`config.mk`:
```
export PLATFORM = sky130hd
export DESIGN_NAME = mul_operand_sequencer_flat
export DESIGN_NICKNAME = d
export VERILOG_FILES = /design/src/rtl/mul_operand_sequencer_if.sv /design/src/rtl/mul_operand_sequencer.sv /design/src/flat_wrapper.sv
export SDC_FILE = /design/constraint.sdc
export NUM_CORES = 1
export LEC_CHECK = 0
export CAP_MARGIN = 20
export CORE_ASPECT_RATIO = 1.4
export CORE_MARGIN = 4
export CORE_UTILIZATION = 30
export CTS_CLUSTER_SIZE = 20
export DETAILED_ROUTE_END_ITERATION = 10
export GPL_TIMING_DRIVEN = 0
export SLEW_MARGIN = 5
export SYNTH_ARGS = -nofsm -noshare
export SYNTH_HDL_FRONTEND = slang
export SYNTH_SLANG_ARGS = --single-unit
```
`constraint.sdc`:
```
create_clock -name clk -period 3.51 [get_ports clk]
set_input_delay 0.702 -clock clk [delete_from_list [all_inputs] [get_ports clk]]
set_output_delay 0.702 -clock clk [all_outputs]
set_load 0.05 [all_outputs]
```
`src/rtl/mul_operand_sequencer_if.sv`:
```
// Operand-pair request and multiplier-beat response bundle for mul_operand_sequencer.
// master drives requests and beat ready; slave is the sequencer.
interface mul_operand_sequencer_if #(
  parameter int DATA_WIDTH = 64,
  parameter int MULT_W     = 18,
  parameter int TAG_W      = 4
);
  localparam int NUM_MULT = DATA_WIDTH / 8;

  logic                       in_valid;
  logic                       in_ready;
  logic [DATA_WIDTH-1:0]      in_vec0;
  logic [DATA_WIDTH-1:0]      in_vec1;
  logic [1:0]                 in_opsel;
  logic [1:0]                 in_sew;
  logic [TAG_W-1:0]           in_tag;

  logic                       out_valid;
  logic                       out_ready;
  logic [NUM_MULT*MULT_W-1:0] out_a;
  logic [NUM_MULT*MULT_W-1:0] out_b;
  logic                       out_beat;
  logic                       out_last;
  logic [1:0]                 out_sew;
  logic [1:0]                 out_opsel;
  logic [TAG_W-1:0]           out_tag;

  modport master (
    output in_valid, in_vec0, in_vec1, in_opsel, in_sew, in_tag, out_ready,
    input  in_ready, out_valid, out_a, out_b, out_beat, out_last, out_sew, out_opsel, out_tag
  );

  modport slave (
    input  in_valid, in_vec0, in_vec1, in_opsel, in_sew, in_tag, out_ready,
    output in_ready, out_valid, out_a, out_b, out_beat, out_last, out_sew, out_opsel, out_tag
  );
endinterface

```
`src/rtl/mul_operand_sequencer.sv`:
```
// Slices operand pairs by SEW into extended multiplier operands; 1-cycle latency, SEW64 in two beats.
// Output register stalls on !out_ready; input accepted only in IDLE with a free or draining output.
module mul_operand_sequencer #(
  parameter int DATA_WIDTH = 64,
  parameter int MULT_W     = 18,
  parameter int TAG_W      = 4
) (
  input logic                   clk,
  input logic                   rst,
  mul_operand_sequencer_if.slave bus
);
  localparam int NUM_MULT = DATA_WIDTH / 8;
  localparam int NUM_H    = DATA_WIDTH / 16;
  localparam int NUM_E32  = DATA_WIDTH / 32;
  localparam int NUM_E64  = DATA_WIDTH / 64;
  localparam int OUT_W    = NUM_MULT * MULT_W;

  typedef enum logic {IDLE, SECOND} state_e;

  state_e                state_q;
  logic [DATA_WIDTH-1:0] hold_vec0_q;
  logic [DATA_WIDTH-1:0] hold_vec1_q;
  logic                  out_valid_q;
  logic [OUT_W-1:0]      out_a_q;
  logic [OUT_W-1:0]      out_b_q;
  logic                  out_beat_q;
  logic                  out_last_q;
  logic [1:0]            out_sew_q;
  logic [1:0]            out_opsel_q;
  logic [TAG_W-1:0]      out_tag_q;

  logic                  load;
  logic                  sel_second;
  logic [DATA_WIDTH-1:0] src_vec0;
  logic [DATA_WIDTH-1:0] src_vec1;
  logic [1:0]            src_opsel;
  logic [1:0]            src_sew;
  logic                  a_s;
  logic                  b_s;
  logic [OUT_W-1:0]      mult_a_d;
  logic [OUT_W-1:0]      mult_b_d;

  function automatic logic [MULT_W-1:0] ext_h(input logic [15:0] h, input logic sx);
    return {{(MULT_W-16){sx & h[15]}}, h};
  endfunction

  function automatic logic [MULT_W-1:0] ext_b(input logic [7:0] b, input logic sx);
    return {{(MULT_W-8){sx & b[7]}}, b};
  endfunction

  assign load       = !out_valid_q | bus.out_ready;
  assign sel_second = (state_q == SECOND);

  // Beat 1 of a SEW64 element is rebuilt from held operands; opsel lives on in out_opsel_q.
  assign src_vec0  = sel_second ? hold_vec0_q : bus.in_vec0;
  assign src_vec1  = sel_second ? hold_vec1_q : bus.in_vec1;
  assign src_opsel = sel_second ? out_opsel_q : bus.in_opsel;
  assign src_sew   = sel_second ? 2'b11 : bus.in_sew;
  assign a_s       = (src_opsel != 2'b00);
  assign b_s       = src_opsel[0];

  always_comb begin
    mult_a_d = '0;
    mult_b_d = '0;
    case (src_sew)
      2'b00: begin
        for (int k = 0; k < NUM_MULT; k++) begin
          mult_a_d[k*MULT_W +: MULT_W] = ext_b(src_vec0[8*k +: 8], a_s);
          mult_b_d[k*MULT_W +: MULT_W] = ext_b(src_vec1[8*k +: 8], b_s);
        end
      end
      2'b01: begin
        for (int k = 0; k < NUM_H; k++) begin
          mult_a_d[k*MULT_W +: MULT_W] = ext_h(src_vec0[16*k +: 16], a_s);
          mult_b_d[k*MULT_W +: MULT_W] = ext_h(src_vec1[16*k +: 16], b_s);
        end
      end
      2'b10: begin
        for (int e = 0; e < NUM_E32; e++) begin
          for (int i = 0; i < 2; i++) begin
            for (int j = 0; j < 2; j++) begin
              mult_a_d[(4*e+2*i+j)*MULT_W +: MULT_W] = ext_h(src_vec0[16*(2*e+i) +: 16], a_s & (i == 1));
              mult_b_d[(4*e+2*i+j)*MULT_W +: MULT_W] = ext_h(src_vec1[16*(2*e+j) +: 16], b_s & (j == 1));
            end
          end
        end
      end
      default: begin
        // b half index j = 2*beat + jj; only half 3 is an element's top half.
        for (int e = 0; e < NUM_E64; e++) begin
          for (int i = 0; i < 4; i++) begin
            for (int jj = 0; jj < 2; jj++) begin
              mult_a_d[(8*e+2*i+jj)*MULT_W +: MULT_W] =
                ext_h(src_vec0[16*(4*e+i) +: 16], a_s & (i == 3));
              mult_b_d[(8*e+2*i+jj)*MULT_W +: MULT_W] =
                ext_h(src_vec1[16*(4*e+2*int'(sel_second)+jj) +: 16],
                      b_s & ((2*int'(sel_second)+jj) == 3));
            end
          end
        end
      end
    endcase
  end

  always_ff @(posedge clk) begin
    if (rst) begin
      state_q     <= IDLE;
      hold_vec0_q <= '0;
      hold_vec1_q <= '0;
      out_valid_q <= 1'b0;
      out_a_q     <= '0;
      out_b_q     <= '0;
      out_beat_q  <= 1'b0;
      out_last_q  <= 1'b0;
      out_sew_q   <= 2'b00;
      out_opsel_q <= 2'b00;
      out_tag_q   <= '0;
    end else if (load) begin
      if (state_q == SECOND) begin
        out_valid_q <= 1'b1;
        out_a_q     <= mult_a_d;
        out_b_q     <= mult_b_d;
        out_beat_q  <= 1'b1;
        out_last_q  <= 1'b1;
        state_q     <= IDLE;
      end else if (bus.in_valid) begin
        out_valid_q <= 1'b1;
        out_a_q     <= mult_a_d;
        out_b_q     <= mult_b_d;
        out_beat_q  <= 1'b0;
        out_last_q  <= (bus.in_sew != 2'b11);
        out_sew_q   <= bus.in_sew;
        out_opsel_q <= bus.in_opsel;
        out_tag_q   <= bus.in_tag;
        if (bus.in_sew == 2'b11) begin
          state_q     <= SECOND;
          hold_vec0_q <= bus.in_vec0;
          hold_vec1_q <= bus.in_vec1;
        end
      end else begin
        out_valid_q <= 1'b0;
      end
    end
  end

  assign bus.in_ready  = (state_q == IDLE) & load;
  assign bus.out_valid = out_valid_q;
  assign bus.out_a     = out_a_q;
  assign bus.out_b     = out_b_q;
  assign bus.out_beat  = out_beat_q;
  assign bus.out_last  = out_last_q;
  assign bus.out_sew   = out_sew_q;
  assign bus.out_opsel = out_opsel_q;
  assign bus.out_tag   = out_tag_q;
endmodule
```
`src/flat_wrapper.sv`:
```
// flat-port wrapper written by rule: the top's interface ports become plain ports
module mul_operand_sequencer_flat 
#(
  parameter int DATA_WIDTH = 64,
  parameter int MULT_W     = 18,
  parameter int TAG_W      = 4
)
  (clk, rst, bus_in_valid, bus_in_vec0, bus_in_vec1, bus_in_opsel, bus_in_sew, bus_in_tag, bus_out_ready, bus_in_ready, bus_out_valid, bus_out_a, bus_out_b, bus_out_beat, bus_out_last, bus_out_sew, bus_out_opsel, bus_out_tag);
  mul_operand_sequencer_if #(.DATA_WIDTH(DATA_WIDTH), .MULT_W(MULT_W), .TAG_W(TAG_W)) bus_i ();
  input logic clk;
  input logic rst;
  input wire logic [$bits(bus_i.in_valid)-1:0] bus_in_valid;
  input wire logic [$bits(bus_i.in_vec0)-1:0] bus_in_vec0;
  input wire logic [$bits(bus_i.in_vec1)-1:0] bus_in_vec1;
  input wire logic [$bits(bus_i.in_opsel)-1:0] bus_in_opsel;
  input wire logic [$bits(bus_i.in_sew)-1:0] bus_in_sew;
  input wire logic [$bits(bus_i.in_tag)-1:0] bus_in_tag;
  input wire logic [$bits(bus_i.out_ready)-1:0] bus_out_ready;
  output wire logic [$bits(bus_i.in_ready)-1:0] bus_in_ready;
  output wire logic [$bits(bus_i.out_valid)-1:0] bus_out_valid;
  output wire logic [$bits(bus_i.out_a)-1:0] bus_out_a;
  output wire logic [$bits(bus_i.out_b)-1:0] bus_out_b;
  output wire logic [$bits(bus_i.out_beat)-1:0] bus_out_beat;
  output wire logic [$bits(bus_i.out_last)-1:0] bus_out_last;
  output wire logic [$bits(bus_i.out_sew)-1:0] bus_out_sew;
  output wire logic [$bits(bus_i.out_opsel)-1:0] bus_out_opsel;
  output wire logic [$bits(bus_i.out_tag)-1:0] bus_out_tag;
  assign bus_i.in_valid = bus_in_valid;
  assign bus_i.in_vec0 = bus_in_vec0;
  assign bus_i.in_vec1 = bus_in_vec1;
  assign bus_i.in_opsel = bus_in_opsel;
  assign bus_i.in_sew = bus_in_sew;
  assign bus_i.in_tag = bus_in_tag;
  assign bus_i.out_ready = bus_out_ready;
  assign bus_in_ready = bus_i.in_ready;
  assign bus_out_valid = bus_i.out_valid;
  assign bus_out_a = bus_i.out_a;
  assign bus_out_b = bus_i.out_b;
  assign bus_out_beat = bus_i.out_beat;
  assign bus_out_last = bus_i.out_last;
  assign bus_out_sew = bus_i.out_sew;
  assign bus_out_opsel = bus_i.out_opsel;
  assign bus_out_tag = bus_i.out_tag;
  mul_operand_sequencer #(.DATA_WIDTH(DATA_WIDTH), .MULT_W(MULT_W), .TAG_W(TAG_W)) u_core (.clk(clk), .rst(rst), .bus(bus_i));
endmodule
```
==> results.md <==
- Data required time of the worst path: 2.81 ns
- Port Buffers: 436
- CP Capture Type: output pin
- DR pass1 iterations: 6
- Status: complete, no violations
- Post-synth EDFFs: 0
- Syn avg cell area: 8.09 um2
- Layout cells sized above 1: 0.0973
- Post-route ant nets: 0
- Final period util: 0.922
- Drt total wl: 107000 um
- Die H: 295 um
- Global-route wire length before repair: approximately 150000 um
- Maximum clock path buffer count: 3
- Most frequently used flop master after synthesis: dfxtp_1
- Synth Register Bits: 386
- Core area: 57800 um2
- RSZ-0062 raised after global routing: false
- MaxCap Viol Count: 0
- Max VDD drop: 0.302 mV
- Synth warnings: 0
- Critical path type: flip-flop to output pin
- Residual DRC: 0
- Hold Fails Final Rpt: 0
- Mapped Cells: 2177
- Leak pwr: 0.00877 uW
- TritonCTS clock tree: yes
- CTS root buf: clkbuf_16
- Final setup vio count: 0
- Layout area overhead: 37.5%
- Grt ovf: 0
- Crit path max fanout: 19
- Initial core utilization: 0.305
- FILL cells: 5910
- FFs w/ async S/R, synth: 0
- Placed instance count: 3355
- Hold Buf Count CTS: 0
- Total GRT Usage: 0.325
- Worst clock skew: 0.0224 ns
- Mapped Nets: 2317
- Via/cell ratio: 5.82
- Clk sink count: 386
- Multi-input combinational cell area: 8630 um2
- Via count: 20000
- Top cells by area, synth: dfxtp_1, a21oi_1, nand2_1, o21ai_0, mux2i_1
- Rows: between 100 and 150
- Min Tclk post-route: 3.24 ns
- Max Fclk: 309 MHz
- Hold WC Path Type: flip-flop to flip-flop
- Layout Nets: 2795
- Storage element area: 7730 um2
- Data arrival time of the worst path: 2.53 ns
- Die ar.: 62700 um2
- Yosys top cell area share: 0.439
- Average wire per standard cell: a little over 30 um
- Sequential fraction of the synthesis area: 0.439
- Post-Syn Area: 17600 um2
- HPWL Detailed: 83700 um
- Antenna violations before repair: 5
- Final Non-Filler Cells: 3429
- Clock transition at path regs: 0.06 ns
- Largest net degree at the start of global routing: 20
- Vias in the first global route: 19700
- Clock Latency Late Sink: 0.57 ns
- CP Launch Type: flip-flop
- Total power: 12700 uW
- Top Ports: 440
- Chip Width: 213 um
- Num CTS Buffers: 42
- Largest area contributor in the netlist: dfxtp_1
- Pwr Density: approximately 520 nW/um2
- Final Max Slew Viols: 0
- Slew margin rel.: 0.188
- WHS: 0.455 ns
- H-tree levels: 2
- Worst-margin pin slew: 1.22 ns
- Placer Congestion: 1.00
- Synth cell types: 73
- Starting DRT DRC Count: slightly below 2000
- TNS Setup: 0 ns
-- cell type report --
class | instances | area share
antenna | 4 | 0.000413
buffer | 216 | 0.0468
clock buffer | 60 | 0.0496
clock inverter | 12 | 0.00470
inverter | 27 | 0.00419
multi-input combinational | 1546 | 0.357
sequential | 386 | 0.319
tap | 742 | 0.0383
timing repair buffer | 436 | 0.180
-- report_power, final --
| part | total, uW | switching, uW | internal (uW) |
|---|---|---|---|
| Sequential | 4910 | 226 | 4690 |
| Combinational | 3350 | 2330 | 1020 |
| Clock | 4440 | 1920 | 2520 |
-- path summary, 6_finish.rpt --
kind                                from                      to  slack (ns)  cells after the start
hold reg to reg   u_core.hold_vec0_q[42]  u_core.hold_vec0_q[42]        0.46                      2
setup reg to reg    u_core.bus.out_valid    u_core.bus.out_b[48]        1.07                      6
setup / recovery       u_core.sel_second            bus_in_ready        0.27                      6
hold / removal    u_core.hold_vec0_q[42]  u_core.hold_vec0_q[42]        0.46                      2
-- worst max-delay path, stage by stage (launching register included) --
cell           delay (ns)
dfxtp_1              0.32
buf_6                0.13
buf_6                0.17
buf_4                0.36
buf_2                0.37
nor2_1               0.13
dlygate4sd2_1        0.45
-- synth_stat cells, types with 26 or more instances --
cell and n:
nor2_1 102, dfxtp_1 386, o21ai_0 223, a31oi_1 55
inv_1 26, o2111ai_1 29, a22oi_1 38, buf_2 87
mux2i_1 62, clkbuf_1 78, nand2_1 399, buf_4 41
a21oi_1 302
-- cells by family (layout without fill, tap and decap cells) --
family	Yosys count	in the layout	synth area share
other cells	0	4	0
mux	88	88	0.0521
flops	386	386	0.439
simple gates	669	669	0.173
compound gates	789	789	0.266
buf+inv	245	751	0.0706
-- cell usage in the layout (no fill, tap or decap), types with 9 or more instances in the layout --
master           instances
a22oi_1                 38
clkbuf_16               43
mux2_2                  25
dfxtp_1                386
nand2b_1                22
a21oi_1                302
clkdlybuf4s50_1        435
nor3_1                  22
nor2b_1                 22
a221oi_1                13
a311oi_1                11
clkinv_2                 9
and2_1                  21
o2111ai_1               29
a211oi_1                13
o21ai_0                223
clkbuf_1                88
inv_1                   26
nand3_1                 12
nor4_1                  11
buf_2                   86
o211ai_1                20
mux2i_1                 62
o22ai_1                 20
nand2_1                399
nor2_1                 102
a221o_1                 12
buf_4                   41
a31oi_1                 55
-- timing repair --
action	4_1_cts	5_1_grt
setup buffers	0	0
setup endpoints to repair	1	1
endpoints found under the hold margin	0	0
resized for setup	1	0
-- per-layer routing --
layer | routed length [um] | vias up | track usage
met5 | 13 | - | 0
met3 | 8800 | 353 | 0.0602
li1 | - | 8668 | -
met2 | 50100 | 1284 | 0.543
met4 | 9540 | 2 | 0.242
met1 | 38200 | 9660 | 0.367
-- stage by stage --
step                 util  area, um2  setup WS, ns
finish              0.419      24200         0.275
detailed placement  0.396      22900        -0.218
global route        0.419      24200         0.267
global placement    0.396      22900        -0.249
floorplan               -      17600          1.05
CTS                 0.419      24200        0.0719
-- registers in the layout (all words and copies together) (netlist names) --
signal,flops
u_core.bus.out_a,136
u_core.bus.out_b,136
u_core.bus.out_beat,1
u_core.bus.out_last,1
u_core.bus.out_opsel,2
u_core.bus.out_sew,2
u_core.bus.out_tag,4
u_core.bus.out_valid,1
u_core.hold_vec0_q,64
u_core.hold_vec1_q,38
u_core.sel_second,1
Note: power is estimated with default switching activity, not from simulation.
